<file path="src/rtl/par_frame_ctrl.sv">
// par_frame_ctrl: frame sequencer for a polyphase parallel FIR front end.
// Collects N_PH samples per group into the datapath lanes and strobes
// par_load once per complete group. After frame_len data groups it appends
// FLUSH_GRP zero-padded groups so the filter tail drains. sof/eof mark the
// first and last group of the frame, and done pulses on the final group.
module par_frame_ctrl #(
  parameter int W_CNT     = 12,
  parameter int N_PH      = 6,
  parameter int FLUSH_GRP = 2
) (
  input  logic             clk,
  input  logic             rstn,
  input  logic             start,
  input  logic [W_CNT-1:0] frame_len,
  input  logic             abort,
  input  logic             in_valid,
  output logic             in_ready,
  output logic             shift_en,
  output logic             pad_en,
  output logic             par_load,
  output logic [W_CNT-1:0] grp_cnt,
  output logic             sof,
  output logic             eof,
  output logic             busy,
  output logic             done
);

  localparam int PH_W = (N_PH > 1) ? $clog2(N_PH) : 1;
  localparam logic [PH_W-1:0]  PH_LAST   = PH_W'(N_PH - 1);
  localparam logic [PH_W-1:0]  PH_ZERO   = {PH_W{1'b0}};
  localparam logic [PH_W-1:0]  PH_ONE    = PH_W'(1);
  localparam logic [W_CNT:0]   FLUSH_EXT = (W_CNT + 1)'(FLUSH_GRP);
  localparam logic [W_CNT-1:0] CNT_ZERO  = {W_CNT{1'b0}};

  typedef enum logic [1:0] {
    S_IDLE  = 2'd0,
    S_RUN   = 2'd1,
    S_FLUSH = 2'd2,
    S_DONE  = 2'd3
  } state_t;

  state_t           state_q;
  logic [PH_W-1:0]  ph_q;
  logic [W_CNT-1:0] len_q;
  logic [W_CNT-1:0] grp_cnt_q;
  logic             par_load_q;
  logic             sof_q;
  logic             eof_q;
  logic             done_q;

  // Group count after the group being completed now; one extra bit so the
  // comparison against data length plus flush groups cannot wrap.
  logic [W_CNT:0]   grp_inc_d;
  logic [W_CNT:0]   total_grp_d;
  logic             data_end_d;
  logic             frame_end_d;

  assign grp_inc_d   = {1'b0, grp_cnt_q} + (W_CNT + 1)'(1);
  assign total_grp_d = {1'b0, len_q} + FLUSH_EXT;
  assign data_end_d  = (grp_inc_d == {1'b0, len_q});
  assign frame_end_d = (grp_inc_d == total_grp_d);

  // Datapath controls follow the state directly so samples move the same cycle.
  assign in_ready = (state_q == S_RUN);
  assign pad_en   = (state_q == S_FLUSH);
  assign shift_en = ((state_q == S_RUN) && in_valid) || (state_q == S_FLUSH);
  assign busy     = (state_q != S_IDLE);

  assign par_load = par_load_q;
  assign sof      = sof_q;
  assign eof      = eof_q;
  assign done     = done_q;
  assign grp_cnt  = grp_cnt_q;

  // Frame sequencer: state, phase, group count and the registered strobes.
  always_ff @(posedge clk or negedge rstn) begin
    if (!rstn) begin
      state_q    <= S_IDLE;
      ph_q       <= PH_ZERO;
      len_q      <= CNT_ZERO;
      grp_cnt_q  <= CNT_ZERO;
      par_load_q <= 1'b0;
      sof_q      <= 1'b0;
      eof_q      <= 1'b0;
      done_q     <= 1'b0;
    end else begin
      // Strobes are single-cycle unless re-armed below.
      par_load_q <= 1'b0;
      sof_q      <= 1'b0;
      eof_q      <= 1'b0;
      done_q     <= 1'b0;
      if (abort && (state_q != S_IDLE)) begin
        // Cancel drops any group completing this cycle along with its strobes.
        state_q   <= S_IDLE;
        ph_q      <= PH_ZERO;
        grp_cnt_q <= CNT_ZERO;
      end else begin
        case (state_q)
          S_IDLE: begin
            if (start && (frame_len != CNT_ZERO)) begin
              len_q     <= frame_len;
              ph_q      <= PH_ZERO;
              grp_cnt_q <= CNT_ZERO;
              state_q   <= S_RUN;
            end
          end
          S_RUN, S_FLUSH: begin
            if (shift_en) begin
              if (ph_q == PH_LAST) begin
                ph_q       <= PH_ZERO;
                par_load_q <= 1'b1;
                grp_cnt_q  <= grp_inc_d[W_CNT-1:0];
                sof_q      <= (grp_cnt_q == CNT_ZERO);
                eof_q      <= frame_end_d;
                if (frame_end_d) begin
                  state_q <= S_DONE;
                  done_q  <= 1'b1;
                end else if ((state_q == S_RUN) && data_end_d) begin
                  state_q <= S_FLUSH;
                end
              end else begin
                ph_q <= ph_q + PH_ONE;
              end
            end
          end
          S_DONE: begin
            state_q <= S_IDLE;
          end
          default: begin
            state_q <= S_IDLE;
            ph_q    <= PH_ZERO;
          end
        endcase
      end
    end
  end

endmodule
</file>
<file path="config.mk">
export PLATFORM = sky130hd
export DESIGN_NAME = par_frame_ctrl
export DESIGN_NICKNAME = d
export VERILOG_FILES = /design/src/rtl/par_frame_ctrl.sv
export SDC_FILE = /design/constraint.sdc
export NUM_CORES = 1
export LEC_CHECK = 0
export BUFFER_PORTS_ARGS = -buffer_cell sky130_fd_sc_hd__buf_4
export CORE_MARGIN = 5
export CORE_UTILIZATION = 51
export CTS_CLUSTER_SIZE = 12
export DETAILED_ROUTE_END_ITERATION = 10
export PLACE_DENSITY = 0.87
export SLEW_MARGIN = 15
export SYNTH_ARGS = -nofsm -noshare
export SYNTH_HDL_FRONTEND = slang
export SYNTH_SLANG_ARGS = --single-unit
export TNS_END_PERCENT = 10
</file>
<file path="constraint.sdc">
create_clock -name clk -period 2.48 [get_ports clk]
set_input_delay 0.248 -clock clk [delete_from_list [all_inputs] [get_ports clk]]
set_output_delay 0.248 -clock clk [all_outputs]
set_load 0.05 [all_outputs]
</file>
==> metrics.csv, run 1 <==
stage,metric,value,unit
routing,DR pass1 iterations,5,
synth,synthesized instance count,245,
routing,WL per Instance,17.1,um
global_routing,Overflow after GRT,0,
timing,Final Hold Fails,0,
timing,skew final,3.31,ps
power_and_ir_drop,VDD IR max,0.556,mV
worst_hold_path,Hold/Removal Path Class,primary input to flip-flop,
synth,Yosys top cell by area,dfrtp_1,
synth,yosys warns,0,
cells_and_area,Antenna Cells,0,
power_and_ir_drop,"Power, Total",2.76,mW
floorplanning,width of the die,76.3,um
setup_path,Reg2Reg Capture Point,state_q[1],
setup_path,CP Max Fanout,3,
synth,Mapped Avg Cell Area,9.14,um2
cells_and_area,post-route design area,0.00287,mm2
routing,DR iter-0 viols,195,
synth,ys flop type,dfrtp_1,
setup_path,crit path from,grp_cnt[1],
synth,Synthesized Nets,269,
routing,via/cell ratio,5.93,
run_status,status,"finished, final reports clean",
floorplanning,# IOs,37,
placed_design,DP Area,0.00269,mm2
clock_network,CTS tree,done,
clock_network,Sink Count,32,
clock_network,clk root buf,clkbuf_8,
floorplanning,core area,0.00429,mm2
timing,RSZ-0062 raised after global routing,yes,
timing,# setup viols final,0,
placed_design,Post-DP HPWL,4320,um
clock_network,"CTS clk-pin slew, worst paths",70,ps
setup_path,reg2reg setup slack,90,ps
cells_and_area,Layout area overhead,28.4,%
setup_path,reg2reg path depth,9,
floorplanning,DIE AREA,0.00581,mm2
synth,Yosys top cell area share,0.358,
clock_network,clk buf depth,2,
global_routing,largest net degree at the start of global routing,33,
timing,final worst-path cycle share,0.962,
synth,#FFs+latches synth,32,
routing,routed via count,2077,
timing,Setup TNS,0,ps
routing,Final ANT Viol Nets,0,
clock_network,worst skew pair latency,280,ps
placed_design,PortBufs,36,
global_routing,antenna violations before repair,0,
routing,final wirelength,5990,um
setup_path,CP Capture Type,flip-flop,
setup_path,data required time of the worst path,2680,ps
cells_and_area,share of cells above drive strength 1,0.349,
synth,Netlist cell types,45,
placed_design,Post-Place Setup Slack,-31.2,ps
timing,Setup WS post-layout,94.1,ps
cells_and_area,nets,321,
timing,slew margin rel.,0.673,
worst_hold_path,Hold Crit Start,frame_len[0],
timing,Period minus WS final,2390,ps
cells_and_area,Non-Filler Instances,350,
synth,"Cell Area, Synth",0.00224,mm2
synth,register area share after synthesis,0.358,
routing,Post-route DRC,0,
global_routing,GRT Total Usage,0.202,
power_and_ir_drop,PD cells,959,mW/mm2
synth,Post-synth EDFFs,0,
global_routing,vias in the first global route,2005,
floorplanning,Die Y-Extent,76.3,um
timing,Least-Margin Pin Slew,487,ps
synth,ys async rst share,1.00,
clock_network,H-Tree Depth,2,
setup_path,critical path endpoint,state_q[1],
floorplanning,Core Rows,24,
synth,top area cells in the synthesized netlist,"dfrtp_1, xnor2_1, mux2_2, ha_1, o21ai_0",
setup_path,arrival time at the worst endpoint,2590,ps
timing,Fmax,419,MHz
synth,most common cell in the netlist,dfrtp_1,
timing,max-slew violation count,0,
run,max-cap violations,0,
placed_design,GPL Wtd Cong,0.936,
floorplanning,Starting Density,0.521,
clock_network,CTS buffer count,5,
synth,Synth top cells by count,"dfrtp_1, xnor2_1, nor2_1",
global_routing,first-pass GRT wire length,9740,um
setup_path,CP Launch Type,flip-flop,
placed_design,Placed Cells,336,
setup_path,CP Class,flip-flop to flip-flop,
power_and_ir_drop,LEAKAGE,1.25,nW
setup_path,R2R Path Start,grp_cnt[1],
area by class of cell:
class	instances	area, um2
multi-input cells	186	1400
flip-flops and latches	32	812
fillers	347	1420
clock buffers	8	90.1
repair buffers	59	458
well taps	52	65.1
inverters	13	52.6
flip-flops by register name (all words and copies together), names as in the netlist:
name / count
grp_cnt: 12
len_q: 12
ph_q: 3
state_q: 2
done: 1
par_load: 1
sof: 1
kinds of logic after synthesis:
family,count (synthesis),share of synthesized area
AO/OA/AOI/OAI,44,0.125
XOR/XNOR,34,0.145
adder cells (fa/ha/maj),7,0.0391
buffers and inverters,27,0.0537
flip-flops,32,0.358
multiplexers,15,0.0738
AND/OR/NAND/NOR,86,0.206
where the power goes:
part / switching, mW / total [mW] / internal (mW)
clock network: 0.184 / 0.410 / 0.226
logic: 0.848 / 1.53 / 0.682
registers: 0.157 / 0.815 / 0.658
layer usage:
metal,up-vias,part of all wire,track usage,wire [um]
met4,0,0.018,0.0594,110
met3,15,0.068,0.0520,409
li1,966,-,-,-
met1,1006,0.41,0.255,2440
met5,-,0,0,0
met2,90,0.51,0.340,3030
layout by cell type (no fill, tap or decap), types with 2 or more instances in the layout:
cell type and count:
xnor2_1 22, o31ai_1 7, and3_1 2, clkbuf_8 6
dfrtp_2 6, nand3b_1 2, inv_1 11, dfrtp_1 25
mux2i_1 3, nand2b_1 2, nand2_1 16, a31oi_1 3
nand3_4 2, clkbuf_1 2, ha_4 2, nor2_1 22
ha_1 3, buf_4 57, xnor3_1 2, nor3_1 5
mux2_2 12, ha_2 2, nor4_2 2, a21oi_1 7
xor2_1 8, o21ai_0 17, nand3_1 10, nand4_1 5
xnor2_2 2, nor4_1 7, o41ai_1 2
worst min-delay path by stage:
| stage | to | cells after the start |
|---|---|---|
| finish | len_q[0] | 2 |
| global route | len_q[0] | 2 |
| global placement | grp_cnt[6] | 1 |
| floorplan | done | 0 |
| detailed placement | grp_cnt[8] | 1 |
| CTS | len_q[4] | 2 |
per-stage QoR:
step	hold slack (ps)	utilization
6_report	205	0.669
5_1_grt	199	0.669
4_1_cts	202	0.657
3_5_place_dp	208	0.626
3_3_place_gp	205	0.626
2_1_floorplan	-47.6	-
critical path, cell delays in order (launching register included):
cell	delay (ps)
dfrtp_2	440
buf_4	150
inv_2	60
ha_4	200
xnor2_2	140
or4_4	540
nor4_2	140
nand4_1	170
a21oi_2	250
mux2i_1	220
timing repair:
item	CTS	global route
gates resized for setup	0	7
hold endpoints to repair	32	0
setup buffers	4	1
pin swaps	4	4
endpoints found under the setup margin	2	2
hold buffers	1	0
(Power assumes the default switching activity.)
==> inputs of run 2 (changes only) <==
CORE_UTILIZATION = 56   (was 51)
PLACE_DENSITY = 0.9   (was 0.87)
SETUP_SLACK_MARGIN = 0.5   (was unset)
clock period = 2.4 ns   (was 2.48 ns; I/O delays follow)
==> run 2 against run 1 <==
  * Combinational power increased by 11%
  * Clock skew is 2.5 ps higher
  * Design area up 3.0%
  * Setup slack worse by 42 ps
  * Routed wire length rose by 5.3%
  * Largest power group unchanged
  * Highest routed layer unchanged
==> metrics.csv, run 2 (same netlist as run 1, synthesis figures left out) <==
stage,metric,value,unit
setup_path,CP Launch Type,flip-flop,
placed_design,Post-DP HPWL,4490,um
clock_network,worst skew pair latency,290,ps
timing,Period minus WS final,2350,ps
clock_network,clk buf depth,2,
setup_path,Reg2Reg Capture Point,state_q[0],
cells_and_area,Antenna Cells,0,
routing,DR iter-0 viols,244,
global_routing,GRT Total Usage,0.244,
routing,Post-route DRC,0,
routing,Final ANT Viol Nets,0,
placed_design,PortBufs,36,
global_routing,antenna violations before repair,0,
setup_path,arrival time at the worst endpoint,2520,ps
clock_network,"CTS clk-pin slew, worst paths",70,ps
timing,# setup viols final,0,
timing,final worst-path cycle share,0.978,
power_and_ir_drop,VDD IR max,0.861,mV
routing,routed via count,2125,
power_and_ir_drop,Clock Power Share,0.145,
run,max-cap violations,0,
cells_and_area,share of cells above drive strength 1,0.403,
timing,slew margin rel.,0.689,
timing,Setup WS post-layout,52.4,ps
clock_network,Sink Count,32,
setup_path,CP Capture Type,flip-flop,
timing,Least-Margin Pin Slew,466,ps
setup_path,reg2reg setup slack,50,ps
cells_and_area,"most common cell after layout, fill and taps aside",buf_4,
setup_path,reg2reg path depth,10,
clock_network,CTS tree,done,
floorplanning,width of the die,73.2,um
placed_design,GPL Wtd Cong,0.923,
cells_and_area,most frequent cells in the layout,"buf_4, dfrtp_1, xnor2_1, nor2_1, o21ai_0",
routing,via/cell ratio,6.07,
global_routing,Overflow after GRT,0,
worst_hold_path,Worst Hold End,len_q[3],
floorplanning,DIE AREA,0.00536,mm2
timing,max-slew violation count,0,
setup_path,Slowest cell on crit path,dfrtp_2,
timing,Setup TNS,0,ps
worst_hold_path,worst hold stages,2,
placed_design,Placed Cells,336,
setup_path,CP cell instances,"buf_4, and3_1, and3_1, xnor2_1, nor3_1, a31o_2, nand4_1, buf_4, a2bb2oi_1, mux2i_1",
run_status,status,"finished, final reports clean",
global_routing,first-pass GRT wire length,9870,um
setup_path,CP Class,flip-flop to flip-flop,
power_and_ir_drop,LEAKAGE,1.29,nW
power_and_ir_drop,Seq pwr share,0.288,
clock_network,clk root buf,clkbuf_8,
routing,final wirelength,6310,um
power_and_ir_drop,Gate power share,0.567,
cells_and_area,nets,323,
timing,Final Hold Fails,0,
worst_hold_path,Hold/Removal Path Class,primary input to flip-flop,
setup_path,Critical Path Max Stage Delay,520,ps
setup_path,CP Max Fanout,7,
power_and_ir_drop,sw frac,0.445,
clock_network,CTS buffer count,5,
worst_hold_path,Hold Crit Start,frame_len[3],
timing,skew final,5.77,ps
routing,DR pass1 iterations,5,
routing,WL per Instance,18.0,um
placed_design,Post-Place Setup Slack,-110,ps
floorplanning,Die Y-Extent,73.2,um
floorplanning,# IOs,37,
timing,hold_ws,197,ps
cells_and_area,Layout area overhead,32.3,%
clock_network,H-Tree Depth,2,
cells_and_area,Non-Filler Instances,350,
timing,RSZ-0062 raised after global routing,yes,
global_routing,vias in the first global route,2022,
floorplanning,core area,0.00394,mm2
setup_path,data required time of the worst path,2570,ps
floorplanning,Starting Density,0.568,
power_and_ir_drop,NetSw,1.33,mW
power_and_ir_drop,PD cells,1010,mW/mm2
floorplanning,Core Rows,23,
power_and_ir_drop,Int Power,1.67,mW
global_routing,largest net degree at the start of global routing,33,
setup_path,R2R Path Start,grp_cnt[2],
timing,Fmax,426,MHz
run 2: how the worst max path moves through the flow:
| stage | from | end | slack, ps |
|---|---|---|---|
| 6_report | grp_cnt[2] | state_q[0] | 50 |
| 5_1_grt | len_q[2] | state_q[1] | -80 |
| 4_1_cts | grp_cnt[0] | state_q[1] | 80 |
| 3_5_place_dp | grp_cnt[0] | state_q[0] | -110 |
| 3_3_place_gp | grp_cnt[0] | state_q[1] | 60 |
| 2_1_floorplan | grp_cnt[0] | state_q[1] | -20 |
run 2: critical path, delay by kind of cell (launching register included):
kind	cells	cell delay [ps]
flip-flops	1	520
XOR/XNOR	1	170
buffers and inverters	2	340
multiplexers	1	90
AND/OR/NAND/NOR	4	730
AO/OA/AOI/OAI	2	370
run 2: metal layers:
layer  vias to the layer above  routed length, um  track usage
li1                        976                  -            -
met4                         0                157        0.100
met2                       126               3160        0.405
met5                         -                  0            0
met1                      1007               2470        0.304
met3                        16                524       0.0537
run 2: power groups by stage:
stage / Clock [mW] / Sequential (mW) / Combinational, mW
after floorplan: 0 / 0.797 / 1.15
after global placement: 0 / 0.839 / 1.45
after detailed placement: 0 / 0.849 / 1.51
after CTS: 0.442 / 0.840 / 1.59
after global routing: 0.460 / 0.876 / 1.83
final: 0.434 / 0.864 / 1.70
run 2: timing repair:
item,in CTS,in global routing
setup buffers,5,0
hold buffers,1,0
setup endpoints to repair,15,15
gates resized for setup,9,12
pin swaps,7,1
endpoints found under the hold margin,32,0
run 2: final cells by class:
cell class,instances,area [um2]
multi-input combinational,186,1470
clock inverter,2,10.0
timing repair buffer,61,464
sequential,32,817
inverter,13,52.6
tap,50,62.6
fill,262,982
clock buffer,6,82.6
run 2: metrics by stage:
| step | total power [mW] | utilization | cell area (um2) |
|---|---|---|---|
| 2_1_floorplan | 1.94 | - | 2310 |
| 3_3_place_gp | 2.29 | 0.688 | 2710 |
| 3_5_place_dp | 2.36 | 0.688 | 2710 |
| 4_1_cts | 2.87 | 0.739 | 2910 |
| 5_1_grt | 3.16 | 0.751 | 2960 |
| 6_report | 3.00 | 0.751 | 2960 |
==> inputs of run 3 (changes only) <==
GPL_TIMING_DRIVEN = 0   (was unset)
PLACE_DENSITY = 0.84   (was 0.9)
==> run 3 against run 2 <==
  * The flow now finishes with violations (negative setup slack)
  * Via count decreased by 1.9%
  * Final cell count increased by 1.1%
  * Global-route usage decreased by 2.2 points
  * Die area unchanged
  * Worst hold slack got worse by 6.0 ps
  * Register-to-register slack got worse by 200 ps
  * Largest cell class unchanged
  * Count of clock-buffer cells in the layout unchanged
  * First-iteration DRC count unchanged
  * Sequential power decreased by 3.7%
  * Routed wire length decreased by 7.6%
  * Largest power group unchanged
  * Total power decreased by 1.6%
  * Combinational power about the same
==> metrics.csv, run 3 (same netlist as run 1, synthesis figures left out) <==
stage,metric,value,unit
clock_network,CTS tree,done,
clock_network,Sink Count,32,
setup_path,CP Class,flip-flop to flip-flop,
floorplanning,# IOs,37,
clock_network,CTS buffer count,5,
placed_design,GPL Wtd Cong,0.932,
worst_hold_path,worst hold stages,2,
timing,Fmax,393,MHz
timing,Period minus WS final,2540,ps
power_and_ir_drop,LEAKAGE,1.29,nW
setup_path,data required time of the worst path,2600,ps
routing,WL per Instance,16.5,um
power_and_ir_drop,VDD IR max,0.852,mV
cells_and_area,Antenna Cells,0,
cells_and_area,"most common cell after layout, fill and taps aside",buf_4,
timing,Final Hold Fails,0,
worst_hold_path,Hold Crit Start,frame_len[9],
routing,via/cell ratio,5.89,
global_routing,Overflow after GRT,0,
global_routing,first-pass GRT wire length,8950,um
routing,final wirelength,5830,um
clock_network,"CTS clk-pin slew, worst paths",70,ps
cells_and_area,# fillers,273,
setup_path,"CP delay by family, top",compound AO/OA/AOI/OAI gates,
setup_path,arrival time at the worst endpoint,2750,ps
routing,routed via count,2084,
power_and_ir_drop,"Power, Total",2.95,mW
setup_path,Slowest cell on crit path,a2111oi_0,
run,max-cap violations,0,
timing,Least-Margin Pin Slew,792,ps
cells_and_area,most frequent cells in the layout,"buf_4, dfrtp_1, nor2_1, xnor2_1, o21ai_0",
cells_and_area,Layout area overhead,33.4,%
floorplanning,DIE AREA,0.00536,mm2
run_status,status,finished with violations,
floorplanning,Die Y-Extent,73.2,um
clock_network,worst skew pair latency,290,ps
setup_path,CP bufs+invs,2,
floorplanning,Starting Density,0.568,
routing,DR pass1 iterations,7,
routing,Final ANT Viol Nets,0,
placed_design,Post-Place Setup Slack,-474,ps
global_routing,vias in the first global route,1868,
floorplanning,width of the die,73.2,um
timing,final worst-path cycle share,1.06,
cells_and_area,share of cells above drive strength 1,0.395,
timing,hold_ws,191,ps
power_and_ir_drop,PD cells,989,mW/mm2
timing,max-slew violation count,0,
cells_and_area,post-layout utilization of the core,0.757,
setup_path,R2R Path Start,grp_cnt[1],
cells_and_area,nets,327,
timing,slew margin rel.,0.471,
placed_design,PortBufs,36,
worst_hold_path,Hold/Removal Path Class,primary input to flip-flop,
setup_path,WP depth,10,
routing,DR iter-0 viols,244,
global_routing,antenna violations before repair,0,
setup_path,Critical Path Max Stage Delay,520,ps
routing,Post-route DRC,0,
clock_network,H-Tree Depth,2,
placed_design,Post-DP HPWL,4020,um
floorplanning,Core Rows,23,
timing,# setup viols final,2,
clock_network,clk buf depth,2,
timing,skew final,8.38,ps
setup_path,crit path from,grp_cnt[1],
floorplanning,core area,0.00394,mm2
setup_path,CP Launch Type,flip-flop,
global_routing,largest net degree at the start of global routing,33,
setup_path,CP Max Fanout,5,
timing,Setup WS post-layout,-144,ps
run_status,failing checks,negative setup slack,
setup_path,CP cell instances,"ha_4, buf_8, buf_4, nand2_1, nor2_1, xnor2_1, a2111oi_0, a31oi_1, a21oi_2, mux2i_1",
timing,RSZ-0062 raised after global routing,yes,
clock_network,clk root buf,clkbuf_8,
setup_path,CP Capture Type,flip-flop,
global_routing,GRT Total Usage,0.221,
setup_path,reg2reg path depth,10,
[run 3: final cells by class]
cell class,instances,area (um2),area share
Clock inverter,2,10.0,0.00335
Sequential cell,32,816,0.273
Timing Repair Buffer,51,385,0.129
Tap cell,50,62.6,0.0210
Buffer,14,103,0.0344
Multi-Input combinational cell,186,1470,0.494
Clock buffer,6,82.6,0.0277
Inverter,13,52.6,0.0176
[run 3: path summary, 6_finish.rpt]
kind / end / slack, ps
worst min-delay path: len_q[9] / 190
worst max register to register: state_q[1] / -140
min in group asynchronous: ph_q[2] / 430
worst min register to register: ph_q[2] / 510
max in group asynchronous: grp_cnt[1] / 1660
worst max-delay path: state_q[1] / -140
[run 3: repair_timing]
| action | in CTS | in global routing |
|---|---|---|
| setup endpoints to repair | 18 | 15 |
| hold endpoints to repair | 32 | 0 |
| gates resized for setup | 19 | 9 |
| setup buffers | 14 | 0 |
| hold buffers | 1 | 0 |
| pin swaps | 9 | 4 |
[run 3: metal layers]
metal,track usage,vias up,part of all wire
li1,-,984,-
met1,0.278,984,0.40
met2,0.363,99,0.49
met3,0.0372,17,0.081
met4,0.113,0,0.028
met5,0,-,0
[run 3: per-stage QoR]
stage | instances | cell area [um2] | setup TNS (ps)
3_5_place_dp | 331 | 2650 | -4870
6_report | 354 | 2990 | -280
2_1_floorplan | 245 | 2310 | -49.2
5_1_grt | 354 | 2990 | -663
4_1_cts | 354 | 2950 | -124
3_3_place_gp | 331 | 2650 | -4650
[run 3: power breakdown]
group	total, mW	switching (mW)	leakage, nW	internal, mW
logic	1.69	0.936	0.836	0.751
clock network	0.434	0.206	0.0510	0.229
registers	0.832	0.153	0.402	0.679
